==> config.mk <==
export PLATFORM = sky130hd
export DESIGN_NAME = hub75_row_capture
export DESIGN_NICKNAME = d
export VERILOG_FILES = /design/src/rtl/hub75_row_capture_pkg.sv /design/src/rtl/hub75_row_capture_edge_sampler.sv /design/src/rtl/hub75_row_capture.sv
export SDC_FILE = /design/constraint.sdc
export NUM_CORES = 1
export LEC_CHECK = 0
export CAP_MARGIN = 5
export CORE_MARGIN = 2
export CORE_UTILIZATION = 40
export DETAILED_ROUTE_END_ITERATION = 7
export SETUP_SLACK_MARGIN = 0.05
export SLEW_MARGIN = 30
export SYNTH_ARGS = -nofsm -noshare
export SYNTH_HDL_FRONTEND = slang
export SYNTH_HIERARCHICAL = 1
export SYNTH_SLANG_ARGS = --single-unit
export TNS_END_PERCENT = 100
==> constraint.sdc <==
create_clock -name clk -period 2.5 [get_ports clk]
set_clock_uncertainty 0.2 [all_clocks]
set_input_delay 0.375 -clock clk [delete_from_list [all_inputs] [get_ports clk]]
set_output_delay 0.375 -clock clk [all_outputs]
set_load 0.02 [all_outputs]
==> src/rtl/hub75_row_capture_pkg.sv <==
// Shared definitions for the row-scan panel interface: capture states,
// width helpers and the idle levels the driver parks the bus at.
package hub75_row_capture_pkg;

  typedef enum logic [1:0] {
    ST_IDLE    = 2'd0,
    ST_LATCHED = 2'd1,
    ST_ON      = 2'd2
  } state_t;

  localparam logic LAT_IDLE  = 1'b1;
  localparam logic OE_IDLE   = 1'b1;
  localparam logic OCLK_IDLE = 1'b0;

  function automatic int row_w(input int rows);
    return (rows > 1) ? $clog2(rows) : 1;
  endfunction

  function automatic int on_w(input int row_post);
    return $clog2(row_post) + 1;
  endfunction

endpackage

==> src/rtl/hub75_row_capture_edge_sampler.sv <==
// Registers the panel pins once and derives the edge strobes the capture
// logic acts on. Previous samples start at idle levels so reset release is quiet.
module hub75_edge_sampler
  import hub75_row_capture_pkg::*;
#(
  parameter int RW    = 3,
  parameter int LANES = 1
) (
  input  logic             clk,
  input  logic             rst,
  input  logic             oclk,
  input  logic             lat,
  input  logic             oe,
  input  logic [RW-1:0]    row,
  input  logic [LANES-1:0] data,
  output logic             oe_lvl,
  output logic [RW-1:0]    row_lvl,
  output logic [LANES-1:0] data_lvl,
  output logic             oclk_rise,
  output logic             lat_fall,
  output logic             oe_rise
);

  logic oclk_q, lat_q, oe_q;
  logic oclk_p, lat_p, oe_p;

  always_ff @(posedge clk) begin
    if (rst) begin
      oclk_q   <= OCLK_IDLE;
      lat_q    <= LAT_IDLE;
      oe_q     <= OE_IDLE;
      oclk_p   <= OCLK_IDLE;
      lat_p    <= LAT_IDLE;
      oe_p     <= OE_IDLE;
      row_lvl  <= '0;
      data_lvl <= '0;
    end else begin
      oclk_q   <= oclk;
      lat_q    <= lat;
      oe_q     <= oe;
      oclk_p   <= oclk_q;
      lat_p    <= lat_q;
      oe_p     <= oe_q;
      row_lvl  <= row;
      data_lvl <= data;
    end
  end

  assign oe_lvl    = oe_q;
  assign oclk_rise = oclk_q & ~oclk_p;
  assign lat_fall  = ~lat_q & lat_p;
  assign oe_rise   = oe_q & ~oe_p;

endmodule

==> src/rtl/hub75_row_capture.sv <==
// Panel-side receiver: rebuilds each latched row, times its /OE window and
// emits one record per displayed row.
module hub75_row_capture
  import hub75_row_capture_pkg::*;
#(
  parameter  int ROWS     = 8,
  parameter  int COLUMNS  = 32,
  parameter  int LANES    = 1,
  parameter  int ROW_POST = 32,
  localparam int RW       = row_w(ROWS),
  localparam int OW       = on_w(ROW_POST),
  localparam int BW       = COLUMNS * LANES
) (
  input  logic             clk,
  input  logic             rst,
  input  logic             i_oclk,
  input  logic             i_lat,
  input  logic             i_oe,
  input  logic [RW-1:0]    i_row,
  input  logic [LANES-1:0] i_data,
  output logic             o_row_valid,
  output logic [RW-1:0]    o_row_addr,
  output logic [BW-1:0]    o_row_bits,
  output logic [OW-1:0]    o_on_cycles,
  output logic             o_len_err,
  output logic             o_overrun,
  output logic             o_frame_done
);

  localparam int CW = $clog2(COLUMNS + 2);
  localparam logic [CW-1:0] CNT_FULL = CW'(COLUMNS);
  localparam logic [CW-1:0] CNT_MAX  = CW'(COLUMNS + 1);
  localparam logic [RW-1:0] ROW_LAST = RW'(ROWS - 1);

  logic             oe_q;
  logic [RW-1:0]    row_q;
  logic [LANES-1:0] data_q;
  logic             oclk_rise, lat_fall, oe_rise;

  hub75_edge_sampler #(.RW(RW), .LANES(LANES)) u_sampler (
    .clk      (clk),
    .rst      (rst),
    .oclk     (i_oclk),
    .lat      (i_lat),
    .oe       (i_oe),
    .row      (i_row),
    .data     (i_data),
    .oe_lvl   (oe_q),
    .row_lvl  (row_q),
    .data_lvl (data_q),
    .oclk_rise(oclk_rise),
    .lat_fall (lat_fall),
    .oe_rise  (oe_rise)
  );

  state_t        state, state_n;
  logic [BW-1:0] shreg, shreg_n, lat_bits;
  logic [CW-1:0] bit_cnt, cnt_n;
  logic [RW-1:0] lat_row;
  logic          len_flag;
  logic [OW-1:0] on_cnt, on_n, on_inc, emit_on;
  logic          emit, load, overrun;

  // A latch in the same sample as the last shift must see that shift.
  assign shreg_n = oclk_rise ? {data_q, shreg[BW-1:LANES]} : shreg;
  assign cnt_n   = (oclk_rise && bit_cnt != CNT_MAX) ? bit_cnt + 1'b1 : bit_cnt;
  assign on_inc  = (on_cnt == '1) ? on_cnt : on_cnt + 1'b1;

  always_comb begin
    state_n = state;
    on_n    = on_cnt;
    emit_on = on_cnt;
    emit    = 1'b0;
    load    = 1'b0;
    overrun = 1'b0;
    case (state)
      ST_IDLE: begin
        if (lat_fall) begin
          load    = 1'b1;
          state_n = ST_LATCHED;
        end
      end
      ST_LATCHED: begin
        if (lat_fall) begin
          load    = 1'b1;
          overrun = 1'b1;
        end else if (!oe_q) begin
          on_n    = OW'(1);
          state_n = ST_ON;
        end
      end
      ST_ON: begin
        if (lat_fall) begin
          // Back-to-back rows: close this record and arm the next one.
          emit    = 1'b1;
          load    = 1'b1;
          emit_on = oe_q ? on_cnt : on_inc;
          on_n    = '0;
          state_n = ST_LATCHED;
        end else if (oe_rise) begin
          emit    = 1'b1;
          on_n    = '0;
          state_n = ST_IDLE;
        end else if (!oe_q) begin
          on_n = on_inc;
        end
      end
      default: state_n = ST_IDLE;
    endcase
  end

  always_ff @(posedge clk) begin
    if (rst) begin
      state        <= ST_IDLE;
      shreg        <= '0;
      bit_cnt      <= '0;
      on_cnt       <= '0;
      lat_bits     <= '0;
      lat_row      <= '0;
      len_flag     <= 1'b0;
      o_row_valid  <= 1'b0;
      o_row_addr   <= '0;
      o_row_bits   <= '0;
      o_on_cycles  <= '0;
      o_len_err    <= 1'b0;
      o_overrun    <= 1'b0;
      o_frame_done <= 1'b0;
    end else begin
      state        <= state_n;
      on_cnt       <= on_n;
      shreg        <= shreg_n;
      bit_cnt      <= lat_fall ? '0 : cnt_n;
      o_row_valid  <= emit;
      o_overrun    <= overrun;
      o_frame_done <= emit && (lat_row == ROW_LAST);
      if (load) begin
        lat_bits <= shreg_n;
        lat_row  <= row_q;
        len_flag <= (cnt_n != CNT_FULL);
      end
      if (emit) begin
        o_row_addr  <= lat_row;
        o_row_bits  <= lat_bits;
        o_on_cycles <= emit_on;
        o_len_err   <= len_flag;
      end
    end
  end

endmodule

==> impl_metrics.json <==
{
  "clock-root-buffer": "clkbuf_16",
  "grt.overflow.total": 0,
  "hold_class": "register to register",
  "regArea_um2": 2740,
  "ys_ff_latch": 137,
  "fp.dieH_um": 116,
  "drv_cap": 0,
  "antenna_found_initial": 0,
  "routed_wl_um": 9840,
  "avgSynthCellArea_um2": 9.24,
  "top_level_ports": 54,
  "cp_data_arrival_time_ns": 2.17,
  "slew_violations": 0,
  "portBuffers": 53,
  "synth_enable_flop_cells": 0,
  "cp-end-kind": "register",
  "clkTransAtPathRegs_ns": 0.06,
  "fin_crit_ns": 2.10,
  "worst_pin_slew_ns": 0.603,
  "initial_utilization_pct": 41.4,
  "status": "finished, final reports clean",
  "crit_path_start_kind": "register",
  "drt-initial-drc-count": 211,
  "regToRegSetupSlack_ns": 0.40,
  "ctsHoldBuffers": 0,
  "rows": 40,
  "ys.flop_type": "dfxtp_1",
  "num-nets-final": 599,
  "setup_tns_ns": 0,
  "relSlewSlack_pct": 59.7,
  "setup_violations": 0,
  "ys_warn_count": 6,
  "finalCritPeriodShare_pct": 84.0,
  "post-route-drc-count": 0,
  "diodes": 0,
  "cts_buffers": 17,
  "fillCellCount": 1123,
  "drive_gt1_share_pct": 8.33,
  "seq_area_frac_synth_pct": 54.5,
  "r2r-start": "u_sampler/oe_lvl$_SDFF_PP1_",
  "core_area_um2": 12200,
  "criticalPathCategory": "register to register",
  "dr.pass1.iters": 4,
  "whs_ns": 0.246,
  "clk_latency_ns": 0.41,
  "die_w_um": 116,
  "rsz0062_at_grt": "false",
  "grt_max_degree": 75,
  "syn_area_um2": 5040,
  "routed_via_density": 4.98,
  "gp_congestion": 0.811,
  "grt_pass1_vias": 3702,
  "async_flop_share_pct": 0,
  "cts_resized": 0,
  "antenna_left": 0,
  "multi_input_area_um2": 2130,
  "worstRegToRegCells": 5,
  "hold_violations": 0,
  "hpwl_um": 6300,
  "grt_pass1_wl_um": 17000,
  "fmax_mhz": 476,
  "worstSetupEndpoint": "o_on_cycles[0]$_SDFFE_PP0P_",
  "synth_fp_nets": 557,
  "p_per_area_nw_per_um2": 803,
  "syn_to_final_growth_pct": 26.6,
  "cts_buffer_depth": 2,
  "die-area_um2": 13500,
  "grtUsageTotal_pct": 15.8,
  "cts_tree": "built",
  "reg2reg_to": "o_on_cycles[0]$_SDFFE_PP0P_",
  "h-tree-depth": 4,
  "p_leak_uw": 0.00222,
  "wl_per_cell_um": 12.8,
  "ir_drop_v": 0.000459,
  "ys_types": 60,
  "holdPathStages": 2,
  "crit_fanout": 25,
  "cts_num_sinks": 137,
  "num_vias": 3824,
  "crit_required_ns": 2.57,
  "synth_cells": 545,
  "startpoint": "u_sampler/oe_lvl$_SDFF_PP1_",
  "postCtsSetupRepairBufs": 0
}
cell type report:
class | instances | share of cell area [%]
Tap cell | 168 | 3.30
Sequential cell | 137 | 43.0
Inverter | 2 | 0.118
Multi-Input combinational cell | 366 | 33.5
Timing Repair Buffer | 63 | 10.2
Clock buffer | 24 | 7.71
Clock inverter | 8 | 2.20
cells in the final DEF (no fill, tap or decap), types with 3 or more instances in the layout:
| master | count |
|---|---|
| a211oi_1 | 36 |
| a21oi_1 | 49 |
| buf_4 | 8 |
| bufinv_16 | 4 |
| clkbuf_1 | 3 |
| clkbuf_16 | 17 |
| clkbuf_8 | 4 |
| clkdlybuf4s50_1 | 52 |
| clkinv_2 | 4 |
| dfxtp_1 | 137 |
| ha_1 | 3 |
| mux2i_1 | 35 |
| nand2_1 | 78 |
| nand2b_1 | 3 |
| nand3_1 | 4 |
| nand4_1 | 3 |
| nor2_1 | 81 |
| nor2b_1 | 10 |
| nor3_1 | 5 |
| o21ai_0 | 4 |
| or2_1 | 4 |
| xnor2_1 | 3 |
report_power, final:
| part | switching [µW] | total, µW | internal [µW] | leakage (µW) |
|---|---|---|---|---|
| registers | 31.9 | 2270 | 2240 | 0.00111 |
| clock network | 872 | 2640 | 1770 | 0.000314 |
| logic | 122 | 208 | 85.6 | 0.000799 |
metrics by stage:
step | instances | util [%] | cell area [µm²] | setup WS, ns | total power (µW)
after floorplan | 545 | - | 5040 | 0.752 | 2460
after global placement | 735 | 47.0 | 5710 | 0.281 | 2520
after detailed placement | 736 | 47.2 | 5740 | 0.402 | 2520
after CTS | 768 | 52.4 | 6370 | 0.390 | 5170
after global routing | 768 | 52.4 | 6370 | 0.240 | 5300
final | 768 | 52.4 | 6370 | 0.401 | 5120
how the worst min path moves through the flow:
stage	slack (ns)	start	to
CTS	0.24	rst	shreg[0]$_SDFF_PP0_
global placement	0.23	u_sampler/lat_q$_SDFF_PP1_	u_sampler/lat_p$_SDFF_PP1_
floorplan	0.21	u_sampler/lat_q$_SDFF_PP1_	u_sampler/lat_p$_SDFF_PP1_
global route	0.26	lat_bits[21]$_SDFFE_PP0P_	o_row_bits[21]$_SDFFE_PP0P_
detailed placement	0.24	u_sampler/lat_q$_SDFF_PP1_	u_sampler/lat_p$_SDFF_PP1_
finish	0.25	lat_bits[25]$_SDFFE_PP0P_	o_row_bits[25]$_SDFFE_PP0P_
cell families (layout without fill, tap and decap cells):
family,after synthesis,in the layout,share of synthesized area (%)
AO/OA/AOI/OAI,112,112,14.5
XOR/XNOR,4,4,0.696
adder cells (fa/ha/maj),3,3,0.745
buffers and inverters,42,97,3.73
flip-flops,137,137,54.5
multiplexers,36,36,7.18
AND/OR/NAND/NOR,211,211,18.7
worst max-delay path, cell delays in order, from the launching register on:
cell	delay (ns)
dfxtp_1	0.47
nor2b_1	0.48
o21ai_4	0.27
buf_16	0.24
a211oi_1	0.22
nor4_1	0.08
state kept, by name (all words and copies together), names as in the netlist, 2 cells and up:
| signal | flops |
|---|---|
| lat_bits | 32 |
| o_row_bits | 32 |
| shreg | 32 |
| bit_cnt | 6 |
| o_on_cycles | 6 |
| on_cnt | 6 |
| lat_row | 3 |
| o_row_addr | 3 |
| u_sampler/row_lvl | 3 |
| state | 2 |
per-layer routing:
metal	vias to the layer above	global-route usage, %	wire [µm]	part of all wire, %
li1	1958	-	-	-
met1	1786	19.0	4800	49
met2	66	26.5	4490	46
met3	14	5.29	392	4.0
met4	0	5.71	149	1.5
met5	-	0	0	0
cell usage after synthesis, drive strengths merged, types with 2 or more instances:
cell type	number	area (µm²)
a211oi	36	270
a21oi	50	254
a22oi	2	15.0
a311oi	2	17.5
and2	2	12.5
and3	2	12.5
and4	2	17.5
buf	22	111
clkbuf	18	68.8
dfxtp	137	2740
ha	3	37.5
inv	2	7.50
mux2i	35	350
nand2	78	293
nand2b	3	18.8
nand3	4	20.0
nand3b	2	15.0
nand4	3	18.8
nand4b	2	17.5
nor2	82	310
nor2b	11	68.8
nor3	6	35.0
nor4b	2	17.5
o211ai	2	15.0
o21ai	5	28.8
or2	5	31.3
xnor2	3	26.3
Power figures use the tool's default switching activity.
